--- src/rtl/synapse_row_scanner_if.sv ---
// Bundle of the axon-request, synapse-memory and neuron-dispatch signals around the row scanner.
// The master modport is the scanner itself; the slave modport is its surrounding environment.
interface synapse_row_scanner_if #(
  parameter int unsigned NUM_AXONS   = 256,
  parameter int unsigned NUM_NEURONS = 256
) ();
  localparam int unsigned AW = $clog2(NUM_AXONS);
  localparam int unsigned NW = $clog2(NUM_NEURONS);

  logic                   axon_start;
  logic [AW-1:0]          axon_number;
  logic                   row_rd_en;
  logic [AW-1:0]          row_addr;
  logic [NUM_NEURONS-1:0] row_data;
  logic [NW-1:0]          neuron_number;
  logic                   neuron_number_valid;
  logic                   neuron_ack;
  logic                   synap_done;
  logic                   busy;

  modport master (
    input  axon_start, axon_number, row_data, neuron_ack,
    output row_rd_en, row_addr, neuron_number, neuron_number_valid, synap_done, busy
  );

  modport slave (
    output axon_start, axon_number, row_data, neuron_ack,
    input  row_rd_en, row_addr, neuron_number, neuron_number_valid, synap_done, busy
  );
endinterface

--- src/rtl/synapse_row_scanner.sv ---
// Fetches one axon's connectivity row and dispatches its set bits, lowest index first,
// to the neuron-update controller over a valid/ack handshake.
module synapse_row_scanner #(
  parameter int unsigned NUM_AXONS   = 256,
  parameter int unsigned NUM_NEURONS = 256
) (
  input  logic                  clk,
  input  logic                  rst,
  synapse_row_scanner_if.master bus
);
  localparam int unsigned AW = $clog2(NUM_AXONS);
  localparam int unsigned NW = $clog2(NUM_NEURONS);

  typedef enum logic [2:0] {
    StIdle,
    StFetch,
    StLoad,
    StScan,
    StWait,
    StDone
  } state_e;

  state_e                 state_q, state_d;
  logic                   rd_en_q, rd_en_d;
  logic [AW-1:0]          addr_q, addr_d;
  logic [NUM_NEURONS-1:0] mask_q, mask_d;
  logic [NW-1:0]          num_q, num_d;
  logic                   valid_q, valid_d;
  logic                   done_q, done_d;
  logic                   busy_q, busy_d;
  logic [NW-1:0]          low_idx;

  // Descending sweep so the last hit written is the lowest set bit.
  always_comb begin
    low_idx = '0;
    for (int i = NUM_NEURONS - 1; i >= 0; i--) begin
      if (mask_q[i]) begin
        low_idx = NW'(i);
      end
    end
  end

  always_comb begin
    state_d = state_q;
    rd_en_d = 1'b0;
    addr_d  = addr_q;
    mask_d  = mask_q;
    num_d   = num_q;
    valid_d = valid_q;
    done_d  = done_q;
    case (state_q)
      StIdle, StDone: begin
        if (bus.axon_start) begin
          addr_d  = bus.axon_number;
          rd_en_d = 1'b1;
          done_d  = 1'b0;
          state_d = StFetch;
        end
      end
      StFetch: state_d = StLoad;
      StLoad: begin
        mask_d  = bus.row_data;
        state_d = StScan;
      end
      StScan: begin
        if (mask_q == '0) begin
          done_d  = 1'b1;
          state_d = StDone;
        end else begin
          num_d   = low_idx;
          valid_d = 1'b1;
          state_d = StWait;
        end
      end
      StWait: begin
        if (bus.neuron_ack) begin
          mask_d[num_q] = 1'b0;
          valid_d       = 1'b0;
          state_d       = StScan;
        end
      end
      default: state_d = StIdle;
    endcase
    // Registered busy tracks the state being entered so it lines up with the other outputs.
    busy_d = (state_d == StFetch) || (state_d == StLoad) ||
             (state_d == StScan)  || (state_d == StWait);
  end

  always_ff @(posedge clk) begin
    if (rst) begin
      state_q <= StIdle;
      rd_en_q <= 1'b0;
      addr_q  <= '0;
      mask_q  <= '0;
      num_q   <= '0;
      valid_q <= 1'b0;
      done_q  <= 1'b0;
      busy_q  <= 1'b0;
    end else begin
      state_q <= state_d;
      rd_en_q <= rd_en_d;
      addr_q  <= addr_d;
      mask_q  <= mask_d;
      num_q   <= num_d;
      valid_q <= valid_d;
      done_q  <= done_d;
      busy_q  <= busy_d;
    end
  end

  assign bus.row_rd_en           = rd_en_q;
  assign bus.row_addr            = addr_q;
  assign bus.neuron_number       = num_q;
  assign bus.neuron_number_valid = valid_q;
  assign bus.synap_done          = done_q;
  assign bus.busy                = busy_q;
endmodule

--- src/flat_wrapper.sv ---
// flat-port wrapper written by rule: the top's interface ports become plain ports
module synapse_row_scanner_flat 
#(
  parameter int unsigned NUM_AXONS   = 256,
  parameter int unsigned NUM_NEURONS = 256
)
  (clk, rst, bus_axon_start, bus_axon_number, bus_row_data, bus_neuron_ack, bus_row_rd_en, bus_row_addr, bus_neuron_number, bus_neuron_number_valid, bus_synap_done, bus_busy);
  synapse_row_scanner_if #(.NUM_AXONS(NUM_AXONS), .NUM_NEURONS(NUM_NEURONS)) bus_i ();
  input  logic clk;
  input  logic rst;
  input wire logic [$bits(bus_i.axon_start)-1:0] bus_axon_start;
  input wire logic [$bits(bus_i.axon_number)-1:0] bus_axon_number;
  input wire logic [$bits(bus_i.row_data)-1:0] bus_row_data;
  input wire logic [$bits(bus_i.neuron_ack)-1:0] bus_neuron_ack;
  output wire logic [$bits(bus_i.row_rd_en)-1:0] bus_row_rd_en;
  output wire logic [$bits(bus_i.row_addr)-1:0] bus_row_addr;
  output wire logic [$bits(bus_i.neuron_number)-1:0] bus_neuron_number;
  output wire logic [$bits(bus_i.neuron_number_valid)-1:0] bus_neuron_number_valid;
  output wire logic [$bits(bus_i.synap_done)-1:0] bus_synap_done;
  output wire logic [$bits(bus_i.busy)-1:0] bus_busy;
  assign bus_i.axon_start = bus_axon_start;
  assign bus_i.axon_number = bus_axon_number;
  assign bus_i.row_data = bus_row_data;
  assign bus_i.neuron_ack = bus_neuron_ack;
  assign bus_row_rd_en = bus_i.row_rd_en;
  assign bus_row_addr = bus_i.row_addr;
  assign bus_neuron_number = bus_i.neuron_number;
  assign bus_neuron_number_valid = bus_i.neuron_number_valid;
  assign bus_synap_done = bus_i.synap_done;
  assign bus_busy = bus_i.busy;
  synapse_row_scanner #(.NUM_AXONS(NUM_AXONS), .NUM_NEURONS(NUM_NEURONS)) u_core (.clk(clk), .rst(rst), .bus(bus_i));
endmodule
--- config.mk ---
export PLATFORM = sky130hd
export DESIGN_NAME = synapse_row_scanner_flat
export DESIGN_NICKNAME = d
export VERILOG_FILES = /design/src/rtl/synapse_row_scanner_if.sv /design/src/rtl/synapse_row_scanner.sv /design/src/flat_wrapper.sv
export SDC_FILE = /design/constraint.sdc
export NUM_CORES = 1
export LEC_CHECK = 0
export ABC_AREA = 0
export BUFFER_PORTS_ARGS = -buffer_cell sky130_fd_sc_hd__buf_2
export CELL_PAD_IN_SITES_DETAIL_PLACEMENT = 1
export CELL_PAD_IN_SITES_GLOBAL_PLACEMENT = 1
export CORE_MARGIN = 2
export CORE_UTILIZATION = 40
export DETAILED_ROUTE_END_ITERATION = 12
export PLACE_DENSITY_LB_ADDON = 0.1
export SETUP_SLACK_MARGIN = 0.5
export SKIP_LAST_GASP = 1
export SLEW_MARGIN = 15
export SYNTH_ARGS = -nofsm -noshare
export SYNTH_HDL_FRONTEND = slang
export SYNTH_SLANG_ARGS = --single-unit
export TNS_END_PERCENT = 50
--- constraint.sdc ---
create_clock -name clk -period 2.57 [get_ports clk]
set_input_delay 0.257 -clock clk [delete_from_list [all_inputs] [get_ports clk]]
set_output_delay 0.257 -clock clk [all_outputs]
set_load 0.01 [all_outputs]
### After elaboration in Yosys (flattened, before gate mapping)

Index checks and enable logic that the tools add are counted.

| storage, ports and cells | value |
|---|---|
| input port bits | 268 |
| output and inout port bits | 20 |
| register bits | 279 |
| word-level logic and storage cells | 314 |

| operators by class | value |
|---|---|
| bitwise logic cells | 4 |
| eq/ne operators | 13 |
| reductions and logical operators | 16 |
| magnitude comparators | 2 |
| mux-type cells | 271 |

Operators by type and width:

| cell | number |
|---|---|
| 8-bit 2-to-1 mux | 256 |
| 256-bit case mux with 2 select lines | 1 |
| 256-bit bitwise AND | 1 |
| 256-bit logical NOT | 1 |
| 256-bit 2-to-1 mux | 1 |
| 256-bit NOT | 1 |
| 3-bit case mux with 5 select lines | 1 |
| 3-bit by 2-bit == test with 1-bit output, second input constant | 4 |
| 3-bit == test, second input constant | 3 |
| 8-bit by 9-bit less-than comparator with 1-bit output, second input constant | 1 |
| 1-bit demux with 8-bit select | 1 |
| 8-bit by 1-bit >= comparator with 1-bit output, second input constant | 1 |
| 1-bit 2-to-1 mux | 7 |
| 3-bit by 1-bit == test with 1-bit output, second input constant | 2 |
| 3-bit 2-to-1 mux | 2 |
| 2-bit inequality test, second input constant | 3 |
| 2-bit AND reduction | 3 |
| 3-bit AND reduction | 2 |
| 2-bit nonzero test | 3 |
| 1-bit case mux with 2 select lines | 2 |
| 2-bit OR reduction | 2 |
| 3-bit logical NOT | 1 |
| 1-bit logical OR | 3 |
| 2-bit by 1-bit inequality test with 1-bit output, second input constant | 1 |
| 2 further kinds | 3 |

### Depth between registers and ports, before layout

Gate-level depths: netlist (run 1).

| depth | value |
|---|---|
| word-level depth | 256 |
| gate-level depth with buffers | 8 |
| gate-level depth less buffers | 7 |

### Least setup slack after synthesis (run 1)

OpenSTA, ideal clock, no wires.

| timing path | value |
|---|---|
| path kind | register to register |
| start | register u_core.mask_q[140] |
| end | register u_core.num_q[0], in the netlist u_core.bus.neuron_number[0] |
| required time | 2,442 ps |
| setup time | 128 ps |
| path slack | 530 ps |
| stages on the path, launching flop included | 9 |
| period minus slack after synthesis | 2,040 ps |
| buffers on the path | 1 |
| data arrival time | 1,912 ps |
| path through | dfxtp_1 > nor4_2 > nand4_1 > nor4_4 > nand4_4 > nand2_2 > buf_6 > mux2i_1 > a211oi_2 |

| between the ends | value |
|---|---|
| cells in the longest elaborated chain, start to end | 141 |
| elaborated cells between the ends (all ways) | 144 |
| those cells by class | 141 x mux; 1 x bitwise; 2 x reduce/logical |

Ends and longest elaborated chain:

| element | RTL line | RTL |
|---|---|---|
| from (decl) | synapse_row_scanner.sv:26 | `logic [NUM_NEURONS-1:0] mask_q, mask_d;` |
| from (signal assigned) | synapse_row_scanner.sv:103 | `mask_q <= mask_d;` |
| 8-bit 2-to-1 mux (141 in series) | synapse_row_scanner.sv:37 | `if (mask_q[i]) begin` |
| to (signal assigned) | synapse_row_scanner.sv:104 | `num_q <= num_d;` |
| to (decl) | synapse_row_scanner.sv:27 | `logic [NW-1:0] num_q, num_d;` |

Several ways; a longest one is shown, not always the timed one.
A chain may end at the register's enable or synchronous reset.

### Worst setup path in the final report (run 1)

| timing path | value |
|---|---|
| start | register u_core.mask_q[217] |
| end | register u_core.num_q[1], in the netlist u_core.bus.neuron_number[1] |

| between the ends | value |
|---|---|
| cells in the longest elaborated chain, start to end | 218 |
| elaborated cells between the ends (all ways) | 221 |
| those cells by class | 218 x mux; 1 x bitwise; 2 x reduce/logical |

Ends and longest elaborated chain:

| element | RTL line |
|---|---|
| 8-bit 2-to-1 mux (218 in series) | synapse_row_scanner.sv:37 |

Several ways; a longest one is shown, not always the timed one.

==> results of run 1 <==
## worst max-delay path, stage by stage (launching register included)
cell	delay [ns]
dfxtp_1	0.37
nor4_2	0.45
nand4_1	0.26
and4bb_2	0.43
nand4_4	0.20
buf_6	0.19
a21o_1	0.16
o311ai_2	0.08
a21oi_1	0.07
## where the power goes
part	total (uW)	internal (uW)	leakage (uW)	switching, uW
combinational	5300	2320	0.00599	2970
sequential	5160	4640	0.00228	525
clock	5110	3040	0.000565	2060
total	15600	10000	0.00883	5560
## routing by layer
metal	GRT usage (%)	share of wire (%)	vias up
met3	6.28	7.7	271
li1	-	-	8986
met4	19.0	5.4	0
met5	0	0	-
met1	47.9	40	9742
met2	61.2	47	967
## through the flow
stage / util [%] / setup WS, ns / hold WS (ns) / setup TNS [ns]
6_report: 58.5 / 0.251 / -0.00163 / 0
3_5_place_dp: 47.8 / -0.199 / 0.493 / -0.937
3_3_place_gp: 47.8 / 0.0188 / 0.471 / 0
4_1_cts: 57.4 / 0.324 / 0.00147 / 0
2_1_floorplan: - / 0.530 / 0.397 / 0
5_1_grt: 58.5 / 0.190 / 0.00553 / 0
## final timing paths
kind,to,slack (ns)
hold / removal,u_core.mask_q[220]$_SDFFE_PP0P_,-0.002
setup / recovery,u_core.bus.neuron_number[1]$_SDFFE_PP0P_,0.25
setup reg to reg,u_core.bus.neuron_number[1]$_SDFFE_PP0P_,0.25
hold reg to reg,u_core.mask_q[39]$_SDFFE_PP0P_,0.51
## cell families after synthesis
| family | after synthesis | share of synthesized area [%] |
|---|---|---|
| muxes | 9 | 0.584 |
| AOI/OAI and AO/OA | 990 | 34.7 |
| buffers and inverters | 211 | 5.18 |
| DFF | 279 | 36.2 |
| and+or+nand+nor | 692 | 23.3 |
## final cells by class
cell class                 instances  area, um2
antenna                            7       17.5
clock buffer                      56       1070
clock inverter                     7       87.6
fill                            4776      15700
inverter                          58        218
multi-input combinational       1691       9800
sequential                       279       5620
tap                              511        639
timing repair buffer             635       4680
## sequential cells by signal, summed over array words and instances (netlist names)
signal	flops
u_core.bus.synap_done	1
u_core.bus.row_rd_en	1
u_core.bus.neuron_number	8
u_core.bus.busy	1
u_core.state_q	3
u_core.bus.neuron_number_valid	1
u_core.mask_q	256
u_core.bus.row_addr	8
## placed cells by master, fill, tap and decap left out, drive strengths merged, types with 6 or more instances in the layout
master,instances
a21oi,567
buf,451
nand2,295
o21ai,295
dfxtp,279
dlygate4sd3,183
nor2,131
nor4,97
nor3,67
inv,58
clkbuf,57
nand4,27
a211oi,20
nand2b,19
o31ai,14
nand3,13
or4,12
nor2b,11
o211ai,9
o2111ai,9
mux2i,9
o311ai,9
o31a,8
a31oi,8
a2111oi,8
diode,7
o21a,7
or2,7
a221oi,6
o21bai,6
## repair_timing
action | in CTS | in global routing
endpoints found under the setup margin | 201 | 85
buffers inserted | 25 | 14
hold buffers | 183 | 0
resized for setup | 81 | 72
hold endpoints to repair | 183 | 0
pin swaps | 32 | 37
==> flow_metrics.env, run 1 <==
export IMPL_status="complete, but fails checks"
export IMPL_violations="negative hold slack"
export IMPL_cts_sinks=279
export IMPL_startpoint_type="flop"
export IMPL_critPathArrivalTime_ns=2.73
export IMPL_cts_tree="built"
export IMPL_place_congestion=0.948
export IMPL_grt_max_degree=131
export IMPL_dr_pass1_iters=5
export IMPL_finalCriticalPeriod_ns=2.32
export IMPL_port_buffers=287
export IMPL_htree_levels=2
export IMPL_instances_no_fill=3244
export IMPL_fmaxAchievable_mhz=431
export IMPL_powerDensity_nw_per_um2=703
export IMPL_grt_use_total_pct=37.5
export IMPL_core_area_um2=37800
export IMPL_area_growth_pct=43.4
export IMPL_syn_mean_instance_area_um2=7.08
export IMPL_clk_path_buf_depth=3
export IMPL_drc=0
export IMPL_finalSetupViolCount=0
export IMPL_num_io_pins=288
export IMPL_dp_cells=2952
export IMPL_cp_end_kind="flop"
export IMPL_peakVddDrop_uv=387
export IMPL_finalHoldViolCount=2
export IMPL_post_drt_wl_per_cell_um=24.5
export IMPL_hp_start="bus_row_data[220]"
export IMPL_ys_warn_count=0
export IMPL_drtIter0Drc=1957
export IMPL_p_total_uw=15600
export IMPL_start_util_pct=40.8
export IMPL_ys_types=60
export IMPL_drv_slew=0
export IMPL_dieHeight_um=200
export IMPL_cts_root_buffer="clkbuf_16"
export IMPL_routed_wl_um=79400
export IMPL_regToRegStartpoint="u_core.mask_q[217]$_SDFFE_PP0P_"
export IMPL_placed_area_um2=18100
export IMPL_drt_vias_per_instance=6.15
export IMPL_hold_depth=3
export IMPL_cp_startpoint="u_core.mask_q[217]$_SDFFE_PP0P_"
export IMPL_hold_path_class="in -> reg"
export IMPL_die_x_um=200
export IMPL_netlist_instances=2181
export IMPL_synth_ff_type="dfxtp_1"
export IMPL_cp_max_fo=5
export IMPL_grt_pass1_wl_um=120000
export IMPL_finClkSkew_ns=0.0134
export IMPL_syn_area_um2=15400
export IMPL_yosys_area_top_type="dfxtp_1"
export IMPL_clk_latency_ns=0.54
export IMPL_ys_seq_area_share_pct=36.2
export IMPL_slew_headroom_pct=52.4
export IMPL_synth_edff_count=0
export IMPL_numCtsBuffers=35
export IMPL_ys_top_cells_by_area="dfxtp_1, a21oi_1, o21ai_0, nand2_1, clkbuf_1"
export IMPL_synth_top_cell_area_share_pct=36.2
export IMPL_yosys_cell_count_top_type="a21oi_1"
export IMPL_num_vias=20000
export IMPL_hold_slack_ns=-0.00163
export IMPL_worst_pin_slew_ns=0.705
export IMPL_drive_gt1_share_pct=24.2
export IMPL_post_route_period_util_pct=90.2
export IMPL_overflow=0
export IMPL_cp_data_required_time_ns=2.98
export IMPL_synth_fp_nets=2449
export IMPL_hpwl_um=49300
export IMPL_antenna_found_initial=6
export IMPL_antenna_left=0
export IMPL_fin_nets=2968
export IMPL_async_reset_ff_share_pct=0
export IMPL_synth_common_cells="a21oi_1, o21ai_0, nand2_1, dfxtp_1, clkbuf_1"
export IMPL_worst_r2r_path_depth=8
export IMPL_ys_ff_latch=279
export IMPL_leakage_uw=0.00883
export IMPL_maxCapViolations=0
export IMPL_dieArea_um2=40200
export IMPL_row_count=71
export IMPL_critPathKind="reg -> reg"
export IMPL_final_cell_area_um2=22100
export IMPL_grt_pass1_vias=20700
export IMPL_path_clk_slew_ns=0.06
export IMPL_rsz0062_at_grt="true"
No activity file was read; power rests on OpenSTA's default activity.
==> run 2, diff against run 1 <==
--- a/config.mk
+++ b/config.mk
@@ -5,13 +5,13 @@
 export SDC_FILE = /design/constraint.sdc
 export NUM_CORES = 1
 export LEC_CHECK = 0
-export ABC_AREA = 0
 export BUFFER_PORTS_ARGS = -buffer_cell sky130_fd_sc_hd__buf_2
 export CELL_PAD_IN_SITES_DETAIL_PLACEMENT = 1
 export CELL_PAD_IN_SITES_GLOBAL_PLACEMENT = 1
 export CORE_MARGIN = 2
 export CORE_UTILIZATION = 40
 export DETAILED_ROUTE_END_ITERATION = 12
+export HOLD_SLACK_MARGIN = 0.08
 export PLACE_DENSITY_LB_ADDON = 0.1
 export SETUP_SLACK_MARGIN = 0.5
 export SKIP_LAST_GASP = 1
==> run 2 against run 1 <==
  * The run now ends clean
  * Sequential power is essentially flat
  * Maximum frequency shrank 1.9%
  * Clock power is essentially flat
  * Sequential share of layout area shrank 0.90 points
  * Cell count grew 2.7%
  * First-iteration DRC count grew 8.9%
  * Worst setup slack lost 0.044 ns
  * Largest power group unchanged
==> flow_metrics.env, run 2 (synthesis results as in run 1) <==
export IMPL_status="finished, final reports clean"
export IMPL_layout_common_cells="a21oi_1, o21ai_0, nand2_1, buf_2, dlygate4sd3_1"
export IMPL_cts_root_buffer="clkbuf_16"
export IMPL_cts_sinks=279
export IMPL_core_area_um2=37800
export IMPL_start_util_pct=40.8
export IMPL_overflow=0
export IMPL_critPathArrivalTime_ns=2.77
export IMPL_placed_area_um2=18100
export IMPL_dieHeight_um=200
export IMPL_grt_max_degree=131
export IMPL_critPathKind="reg -> reg"
export IMPL_htree_levels=2
export IMPL_fin_nets=3055
export IMPL_cp_data_required_time_ns=2.98
export IMPL_drv_slew=0
export IMPL_numCtsBuffers=35
export IMPL_maxCapViolations=0
export IMPL_leakage_uw=0.00919
export IMPL_clk_path_buf_depth=3
export IMPL_num_io_pins=288
export IMPL_antenna_left=0
export IMPL_p_total_uw=15800
export IMPL_fmaxAchievable_mhz=423
export IMPL_row_count=71
export IMPL_path_clk_slew_ns=0.06
export IMPL_final_common_cell="a21oi_1"
export IMPL_drive_gt1_share_pct=23.4
export IMPL_powerDensity_nw_per_um2=687
export IMPL_routed_wl_um=84600
export IMPL_finalCriticalPeriod_ns=2.36
export IMPL_drtIter0Drc=2132
export IMPL_post_route_period_util_pct=92.0
export IMPL_hold_path_class="in -> reg"
export IMPL_cp_max_fo=5
export IMPL_post_drt_wl_per_cell_um=25.4
export IMPL_grt_use_total_pct=39.8
export IMPL_cp_end_kind="flop"
export IMPL_finalSetupViolCount=0
export IMPL_cp_startpoint="u_core.mask_q[60]$_SDFFE_PP0P_"
export IMPL_rsz0062_at_grt="true"
export IMPL_die_x_um=200
export IMPL_finClkSkew_ns=0.0179
export IMPL_port_buffers=287
export IMPL_top_register="u_core.mask_q"
export IMPL_worst_pin_slew_ns=0.736
export IMPL_place_congestion=0.948
export IMPL_clk_latency_ns=0.54
export IMPL_hpwl_um=49300
export IMPL_finalHoldViolCount=0
export IMPL_slew_headroom_pct=50.3
export IMPL_grt_pass1_wl_um=127000
export IMPL_regToRegStartpoint="u_core.mask_q[60]$_SDFFE_PP0P_"
export IMPL_hp_start="bus_row_data[0]"
export IMPL_dieArea_um2=40200
export IMPL_final_cell_area_um2=22900
export IMPL_num_vias=20800
export IMPL_drc=0
export IMPL_antenna_found_initial=8
export IMPL_startpoint_type="flop"
export IMPL_largest_reg_flops=256
export IMPL_cts_tree="built"
export IMPL_area_growth_pct=48.7
export IMPL_drt_vias_per_instance=6.25
export IMPL_grt_pass1_vias=21600
export IMPL_dr_pass1_iters=5
export IMPL_peakVddDrop_uv=365
[run 2: cell types whose count changed in the layout (fill, tap and decap cells not counted), moves of 2 or more]
| cell | previous run | this run |
|---|---|---|
| dfxtp_2 | 21 | 19 |
| dlygate4sd3_1 | 183 | 265 |
| o21ai_1 | 3 | 1 |
| buf_4 | 147 | 155 |
| o21ai_0 | 291 | 293 |
| buf_6 | 8 | 5 |
[run 2: final timing paths]
check | endpoint | slack [ns] | cells past startpoint
worst max-delay path | u_core.bus.neuron_number[1]$_SDFFE_PP0P_ | 0.21 | 9
worst min register to register | u_core.mask_q[39]$_SDFFE_PP0P_ | 0.51 | 2
worst max register to register | u_core.bus.neuron_number[1]$_SDFFE_PP0P_ | 0.21 | 9
worst min-delay path | u_core.mask_q[0]$_SDFFE_PP0P_ | 0.13 | 3
[run 2: per-stage QoR]
step	setup slack [ns]	utilization [%]	hold WS (ns)	std cells	setup TNS [ns]
floorplan	0.530	-	0.397	2181	0
global placement	0.0188	47.8	0.471	2952	0
detailed placement	-0.199	47.8	0.493	2952	-0.937
CTS	0.324	59.5	0.0842	3305	0
global route	0.182	60.6	0.140	3332	0
finish	0.206	60.6	0.128	3332	0
[run 2: critical path, cell delays in order, from the launching register on]
cell and delay (ns):
dfxtp_1 0.38, nor4_4 0.43, nand4_1 0.15, buf_4 0.17
nor4_4 0.38, nand4_4 0.24, buf_6 0.19, a21o_1 0.16
o311ai_2 0.08, a21oi_1 0.07
[run 2: cell type report]
type	instances	area, um2
fillers	4732	14900
multi-input cells	1691	9770
flip-flops and latches	279	5620
repair buffers	722	5530
clock buffers	56	1070
well taps	511	639
inverters	58	218
clock inverters	7	87.6
diodes	8	20.0
[run 2: where the power goes]
part	switching, uW	leakage, uW	internal, uW
Clock	2090	0.000565	3050
Sequential	535	0.00228	4640
Combinational	3050	0.00635	2400
Total	5670	0.00919	10100
[run 2: metal layers]
layer,GRT usage (%),share of wire [%],vias to the layer above
met5,0,0,-
met4,22.7,5.9,0
met3,7.50,8.0,359
met2,65.3,47,1140
met1,49.2,39,10200
li1,-,-,9150
[run 2: what timing repair did]
| action | in CTS | in global routing |
|---|---|---|
| resized for setup | 81 | 60 |
| hold buffers | 265 | 0 |
| hold endpoints to repair | 265 | 0 |
| buffers inserted | 25 | 19 |
| endpoints found under the setup margin | 201 | 84 |
| pin swaps | 32 | 32 |
